## src/rtl/alu_reg_file_pkg.sv

```systemverilog
// rtl/alu_reg_file_pkg.sv - shared widths, loader state encoding and zero-register address
package alu_reg_file_pkg;
   localparam int ADDR_W = 5;
   localparam int DATA_W = 32;

   typedef enum logic [1:0] {
      L0 = 2'd0,
      L1 = 2'd1,
      L2 = 2'd2,
      L3 = 2'd3
   } loader_state_t;

   localparam logic [4:0] REG_ZERO = 5'd0;
endpackage

```

## src/rtl/alu_reg_file_if.sv

```systemverilog
// rtl/alu_reg_file_if.sv - register-file bus: operand reads, write-back, byte loader, flags
interface alu_reg_file_if;
   import alu_reg_file_pkg::*;

   logic [ADDR_W-1:0] R_Addr_A;
   logic [ADDR_W-1:0] R_Addr_B;
   logic [ADDR_W-1:0] W_Addr;
   logic              Write_Reg;
   logic [DATA_W-1:0] ALU_F;
   logic              ALU_ZF;
   logic              ALU_OF;
   logic              Flag_Load;
   logic [7:0]        SW_Byte;
   logic              Byte_Load;
   logic [DATA_W-1:0] R_Data_A;
   logic [DATA_W-1:0] R_Data_B;
   logic              ZF_Q;
   logic              OF_Q;
   logic              Busy;

   modport master (
      output R_Addr_A, R_Addr_B, W_Addr, Write_Reg, ALU_F, ALU_ZF, ALU_OF,
             Flag_Load, SW_Byte, Byte_Load,
      input  R_Data_A, R_Data_B, ZF_Q, OF_Q, Busy
   );

   modport slave (
      input  R_Addr_A, R_Addr_B, W_Addr, Write_Reg, ALU_F, ALU_ZF, ALU_OF,
             Flag_Load, SW_Byte, Byte_Load,
      output R_Data_A, R_Data_B, ZF_Q, OF_Q, Busy
   );
endinterface

```

## src/rtl/alu_reg_file_byte_word_loader.sv

```systemverilog
// rtl/alu_reg_file_byte_word_loader.sv - assembles four switch bytes (MSB first) into one word
module byte_word_loader
   import alu_reg_file_pkg::*;
(
   input  logic        clk,
   input  logic        rst,
   input  logic [7:0]  sw_byte,
   input  logic        byte_load,
   output logic [31:0] word,
   output logic        word_valid,
   output logic        busy
);
   loader_state_t state;
   logic [31:0]   shift;
   logic          busy_q;

   always_ff @(posedge clk or posedge rst) begin
      if (rst) begin
         state  <= L0;
         shift  <= '0;
         busy_q <= 1'b0;
      end else if (byte_load) begin
         shift <= {shift[23:0], sw_byte};
         case (state)
            L0: begin state <= L1; busy_q <= 1'b1; end
            L1: state <= L2;
            L2: state <= L3;
            L3: begin state <= L0; busy_q <= 1'b0; end
         endcase
      end
   end

   // The completing byte comes straight from the switches so the word is written on that edge.
   assign word       = {shift[23:0], sw_byte};
   assign word_valid = byte_load && (state == L3);
   assign busy       = busy_q;
endmodule

```

## src/rtl/alu_reg_file.sv

```systemverilog
// rtl/alu_reg_file.sv - 32x32 register file with byte loader and flag latch; REG_BYPASS_EN enables write-through reads
module alu_reg_file #(
   parameter int ADDR_W = alu_reg_file_pkg::ADDR_W,
   parameter int DATA_W = alu_reg_file_pkg::DATA_W
) (
   input logic           clk,
   input logic           rst,
   alu_reg_file_if.slave bus
);
   import alu_reg_file_pkg::*;

   localparam logic [ADDR_W-1:0] ZERO_ADDR = ADDR_W'(REG_ZERO);

   logic [DATA_W-1:0] regs [2**ADDR_W];
   logic [31:0]       word;
   logic              word_valid;
   logic              busy;
   logic              wen;
   logic [DATA_W-1:0] wdata;
   logic              zf_q;
   logic              of_q;
   logic [DATA_W-1:0] rdata_a;
   logic [DATA_W-1:0] rdata_b;

   byte_word_loader u_loader (
      .clk        (clk),
      .rst        (rst),
      .sw_byte    (bus.SW_Byte),
      .byte_load  (bus.Byte_Load),
      .word       (word),
      .word_valid (word_valid),
      .busy       (busy)
   );

   // A completing loader word takes the write port over any same-cycle ALU write-back.
   assign wen   = (word_valid || bus.Write_Reg) && (bus.W_Addr != ZERO_ADDR);
   assign wdata = word_valid ? word : bus.ALU_F;

   always_ff @(posedge clk or posedge rst) begin
      if (rst) begin
         for (int i = 0; i < 2**ADDR_W; i++) regs[i] <= '0;
         zf_q <= 1'b0;
         of_q <= 1'b0;
      end else begin
         if (wen) regs[bus.W_Addr] <= wdata;
         if (bus.Flag_Load) begin
            zf_q <= bus.ALU_ZF;
            of_q <= bus.ALU_OF;
         end
      end
   end

   always_comb begin
      rdata_a = regs[bus.R_Addr_A];
      rdata_b = regs[bus.R_Addr_B];
`ifdef REG_BYPASS_EN
      if (wen && (bus.R_Addr_A == bus.W_Addr)) rdata_a = wdata;
      if (wen && (bus.R_Addr_B == bus.W_Addr)) rdata_b = wdata;
`endif
      if (bus.R_Addr_A == ZERO_ADDR) rdata_a = '0;
      if (bus.R_Addr_B == ZERO_ADDR) rdata_b = '0;
   end

   assign bus.R_Data_A = rdata_a;
   assign bus.R_Data_B = rdata_b;
   assign bus.ZF_Q     = zf_q;
   assign bus.OF_Q     = of_q;
   assign bus.Busy     = busy;
endmodule
```

## src/flat_wrapper.sv

```systemverilog
// flat-port wrapper written by rule: the top's interface ports become plain ports
module alu_reg_file_flat import alu_reg_file_pkg::*;
#(
   parameter int ADDR_W = alu_reg_file_pkg::ADDR_W,
   parameter int DATA_W = alu_reg_file_pkg::DATA_W
)
  (clk, rst, bus_R_Addr_A, bus_R_Addr_B, bus_W_Addr, bus_Write_Reg, bus_ALU_F, bus_ALU_ZF, bus_ALU_OF, bus_Flag_Load, bus_SW_Byte, bus_Byte_Load, bus_R_Data_A, bus_R_Data_B, bus_ZF_Q, bus_OF_Q, bus_Busy);
  alu_reg_file_if bus_i ();
  input logic clk;
  input logic rst;
  input wire logic [$bits(bus_i.R_Addr_A)-1:0] bus_R_Addr_A;
  input wire logic [$bits(bus_i.R_Addr_B)-1:0] bus_R_Addr_B;
  input wire logic [$bits(bus_i.W_Addr)-1:0] bus_W_Addr;
  input wire logic [$bits(bus_i.Write_Reg)-1:0] bus_Write_Reg;
  input wire logic [$bits(bus_i.ALU_F)-1:0] bus_ALU_F;
  input wire logic [$bits(bus_i.ALU_ZF)-1:0] bus_ALU_ZF;
  input wire logic [$bits(bus_i.ALU_OF)-1:0] bus_ALU_OF;
  input wire logic [$bits(bus_i.Flag_Load)-1:0] bus_Flag_Load;
  input wire logic [$bits(bus_i.SW_Byte)-1:0] bus_SW_Byte;
  input wire logic [$bits(bus_i.Byte_Load)-1:0] bus_Byte_Load;
  output wire logic [$bits(bus_i.R_Data_A)-1:0] bus_R_Data_A;
  output wire logic [$bits(bus_i.R_Data_B)-1:0] bus_R_Data_B;
  output wire logic [$bits(bus_i.ZF_Q)-1:0] bus_ZF_Q;
  output wire logic [$bits(bus_i.OF_Q)-1:0] bus_OF_Q;
  output wire logic [$bits(bus_i.Busy)-1:0] bus_Busy;
  assign bus_i.R_Addr_A = bus_R_Addr_A;
  assign bus_i.R_Addr_B = bus_R_Addr_B;
  assign bus_i.W_Addr = bus_W_Addr;
  assign bus_i.Write_Reg = bus_Write_Reg;
  assign bus_i.ALU_F = bus_ALU_F;
  assign bus_i.ALU_ZF = bus_ALU_ZF;
  assign bus_i.ALU_OF = bus_ALU_OF;
  assign bus_i.Flag_Load = bus_Flag_Load;
  assign bus_i.SW_Byte = bus_SW_Byte;
  assign bus_i.Byte_Load = bus_Byte_Load;
  assign bus_R_Data_A = bus_i.R_Data_A;
  assign bus_R_Data_B = bus_i.R_Data_B;
  assign bus_ZF_Q = bus_i.ZF_Q;
  assign bus_OF_Q = bus_i.OF_Q;
  assign bus_Busy = bus_i.Busy;
  alu_reg_file #(.ADDR_W(ADDR_W), .DATA_W(DATA_W)) u_core (.clk(clk), .rst(rst), .bus(bus_i));
endmodule
```

## config.mk

```make
export PLATFORM = sky130hd
export DESIGN_NAME = alu_reg_file_flat
export DESIGN_NICKNAME = d
export VERILOG_FILES = /design/src/rtl/alu_reg_file_pkg.sv /design/src/rtl/alu_reg_file_if.sv /design/src/rtl/alu_reg_file_byte_word_loader.sv /design/src/rtl/alu_reg_file.sv /design/src/flat_wrapper.sv
export SDC_FILE = /design/constraint.sdc
export NUM_CORES = 2
export LEC_CHECK = 0
export BUFFER_PORTS_ARGS = -buffer_cell sky130_fd_sc_hd__clkbuf_2
export CAP_MARGIN = 0
export CORE_MARGIN = 1.5
export CORE_UTILIZATION = 40
export DETAILED_ROUTE_END_ITERATION = 10
export GPL_ROUTABILITY_DRIVEN = 1
export SLEW_MARGIN = 20
export SYNTH_ARGS = -nofsm -noshare
export SYNTH_HDL_FRONTEND = slang
export SYNTH_HIERARCHICAL = 1
export SYNTH_SLANG_ARGS = --single-unit
```

## constraint.sdc

```tcl
create_clock -name clk -period 42.5 [get_ports clk]
set_clock_uncertainty 0.15 [all_clocks]
set_input_delay 8.5 -clock clk [delete_from_list [all_inputs] [get_ports clk]]
set_output_delay 8.5 -clock clk [all_outputs]
set_load 0.05 [all_outputs]
```

==> results.toml <==
[flow_run]
maxCapViolCount = 0

[die]
io_pins = 129
row_count = 134
fp.dieW_um = 370
die-area_mm2 = 0.137
initial_core_util = 0.404
die_h_um = 370
coreArea_mm2 = 0.134

[critical_path]
path_cells = "buf_8 > buf_4 > buf_4 > nor2b_4 > buf_4 > a221oi_1 > o21ai_0 > a311oi_1 > clkbuf_2"
critical_path.max_stage_delay_ns = 0.74
critical_path_class = "in2out"
cp.arrival_ns = 12.79
crit_top_cell = "buf_4"
cp-end-kind = "output pin"
critPathLaunchType = "input port"
cpMaxStageDelayCell = "buf_4"
cp_max_fo = 52
crit_required_ns = 33.85

[final_layout]
finalNetCount = 4710
syn_to_final_growth_pct = 10.5
n_fill_cell = 12326
drive_gt1_frac = 0.228
fin_cells = 6504

[clock_tree]
h-tree-depth = 3
clkTransAtPathRegs_ns = 0.06
max-clock-path-buffers = 3
cts_tree = "built"
clk-insertion-delay-late_ns = 0.72
cts_resized = 0
cts_made_buffers = 113
root_buffer = "clkbuf_16"
cts_setup_buffers = 0
cts_hold_buf = 0
cts.sinks = 1053

[logic_synthesis]
synth_top_area_frac = 0.488
syn-cell-area_mm2 = 0.0540
ys_ff_latch = 1053
synth_nets = 4892
seq_area_frac_synth = 0.488
synth_edf_count = 0
netlist.top_cell.by_area = "dfrtp_1"
ys.flop_type = "dfrtp_1"
async_flop_share = 1.00
synth_most_common_cell = "dfrtp_1"
avgSynthCellArea_um2 = 11.2
synth_commonest_cells = "1,053 x dfrtp_1, 714 x nor2_1, 704 x a21oi_1, 448 x mux4_2, 346 x clkbuf_1"
syn_inst = 4827
synth_warnings = 6
synth_area_leaders = "dfrtp_1 49%, mux4_2 19%, a21oi_1 6.5%"
ys_types = 41

[routing]
routed_wl_mm = 185
drtIter0Drc = 4350
drc = 0
wire_per_inst_um = 28.4
vias = 40208
dr.pass1.iters = 5
viasPerCell = 6.18
drtAntennaViolNets = 0

[power_and_ir_drop]
p_leak_nw = 24.6
p_per_area_mw_per_mm2 = 58.0
irDropWorstVdd_v = 0.0000311
power.total_mw = 3.46

[sta]
tightest_slew_ns = 1.30
finalCriticalPeriod_ns = 21.44
max_freq_mhz = 46.6
finalSetupTns_ns = 0
report.final.hold_viol_count = 0
rsz0062_at_grt = "false"
final-setup-viol-count = 0
final_max_slew_viol_count = 0
layout_worst_path_cycle_share = 0.504
slew_headroom = 0.127

[placed_design]
portBuffers = 128
hpwlAfterDp_mm = 104
post-place-cells = 6295
place.gp.congestion = 0.820

[status]
status = "completed"

[global_route]
overflow = 0
grt_max_degree = 120
grt_pass1_wl_mm = 271
globalRouteTotalUtil = 0.269
antenna_found_initial = 3
grt_pass1_vias = 39133

[min_path]
hp-class = "reg2reg"
-- routing by layer --
layer	routed length, µm	part of all wire	GRT usage
met1	75400	0.41	0.368
met2	85400	0.46	0.421
met3	14800	0.080	0.0451
met4	8920	0.048	0.122
met5	18	0.000098	0
-- worst max-delay path: cells and delay by family --
family | cells | cell delay, ns
compound gates | 3 | 0.67
simple gates | 1 | 0.62
buf+inv | 5 | 2.85
-- stage by stage --
| stage | util | setup WS, ns | area (µm²) | hold WS [ns] |
|---|---|---|---|---|
| 5_1_grt | 0.446 | 20.96 | 59700 | 0.257 |
| 6_report | 0.446 | 21.06 | 59700 | 0.242 |
| 4_1_cts | 0.446 | 21.12 | 59600 | 0.246 |
| 3_3_place_gp | 0.417 | 21.01 | 55800 | 0.226 |
| 2_1_floorplan | - | 4.98 | 54000 | 0.291 |
| 3_5_place_dp | 0.417 | 21.12 | 55800 | 0.234 |
-- flip-flops by register name, summed over array words and instances, names as in the netlist --
name / cells
u_core/bus.OF_Q: 1
u_core/bus.ZF_Q: 1
u_core/regs: 1024
u_core/u_loader/busy: 1
u_core/u_loader/shift: 24
u_core/u_loader/state: 2
-- kinds of logic (layout without fill, tap and decap cells) --
group / after synthesis / count (layout) / synth area share
AOI/OAI and AO/OA: 1364 / 1364 / 0.144
adders and majority gates: 3 / 3 / 0.000695
buffers and inverters: 554 / 462 / 0.0453
DFF: 1053 / 1053 / 0.488
muxes: 699 / 699 / 0.235
other: 0 / 1 / 0
and+or+nand+nor: 1154 / 1154 / 0.0872
-- power breakdown --
part           total (mW)  internal, mW  switching, mW
registers            1.54          1.31          0.234
logic               0.909         0.448          0.461
clock network        1.01         0.592          0.421
total                3.46          2.35           1.12
-- worst paths after layout --
| kind | startpoint | endpoint | depth (start not counted) | slack, ns |
|---|---|---|---|---|
| setup / recovery | bus_R_Addr_B[1] | bus_R_Data_B[31] | 9 | 21.06 |
| hold / removal | u_core/regs[997] | u_core/regs[997] | 0 | 0.24 |
| setup reg to reg | u_core/u_loader/state[1] | u_core/regs[133] | 6 | 38.87 |
| hold reg to reg | u_core/regs[997] | u_core/regs[997] | 0 | 0.24 |
| max in group asynchronous | rst | u_core/regs[651] | 5 | 31.10 |
| min in group asynchronous | rst | u_core/u_loader/shift[16] | 3 | 7.78 |
-- layout make-up --
class	count	area [µm²]	share of cell area
inverters	8	42.5	0.000713
clock inverters	33	424	0.00711
well taps	1768	2210	0.0371
clock buffers	172	3370	0.0565
diodes	1	2.50	0.0000419
flip-flops and latches	1053	26400	0.441
repair buffers	249	1670	0.0279
multi-input cells	3220	25600	0.429
-- layout by cell type, fill, tap and decap left out, types with 5 or more instances in the layout --
master	synthesis	layout
nor2_1	714	708
mux2i_1	161	129
clkbuf_16	0	114
dfrtp_1	1053	1053
a21oi_1	704	704
clkinv_2	0	19
nor3_4	4	13
a211oi_1	64	64
buf_8	0	5
o2111ai_1	19	19
nor2_4	0	8
o21ai_1	48	48
clkinv_8	0	5
buf_4	26	116
clkbuf_2	0	122
inv_1	8	5
a221oi_1	45	45
a22oi_1	64	64
mux2_2	90	90
clkbuf_8	0	30
clkbuf_1	346	28
mux2i_2	0	25
or3_4	0	5
nor2b_1	69	64
mux4_2	448	448
nor2b_4	0	5
a311oi_1	64	63
bufinv_16	0	8
o21ai_2	29	29
o21ai_0	324	324
mux2i_4	0	7
nand2_1	327	327
No activity file was read; power rests on OpenSTA's default activity.
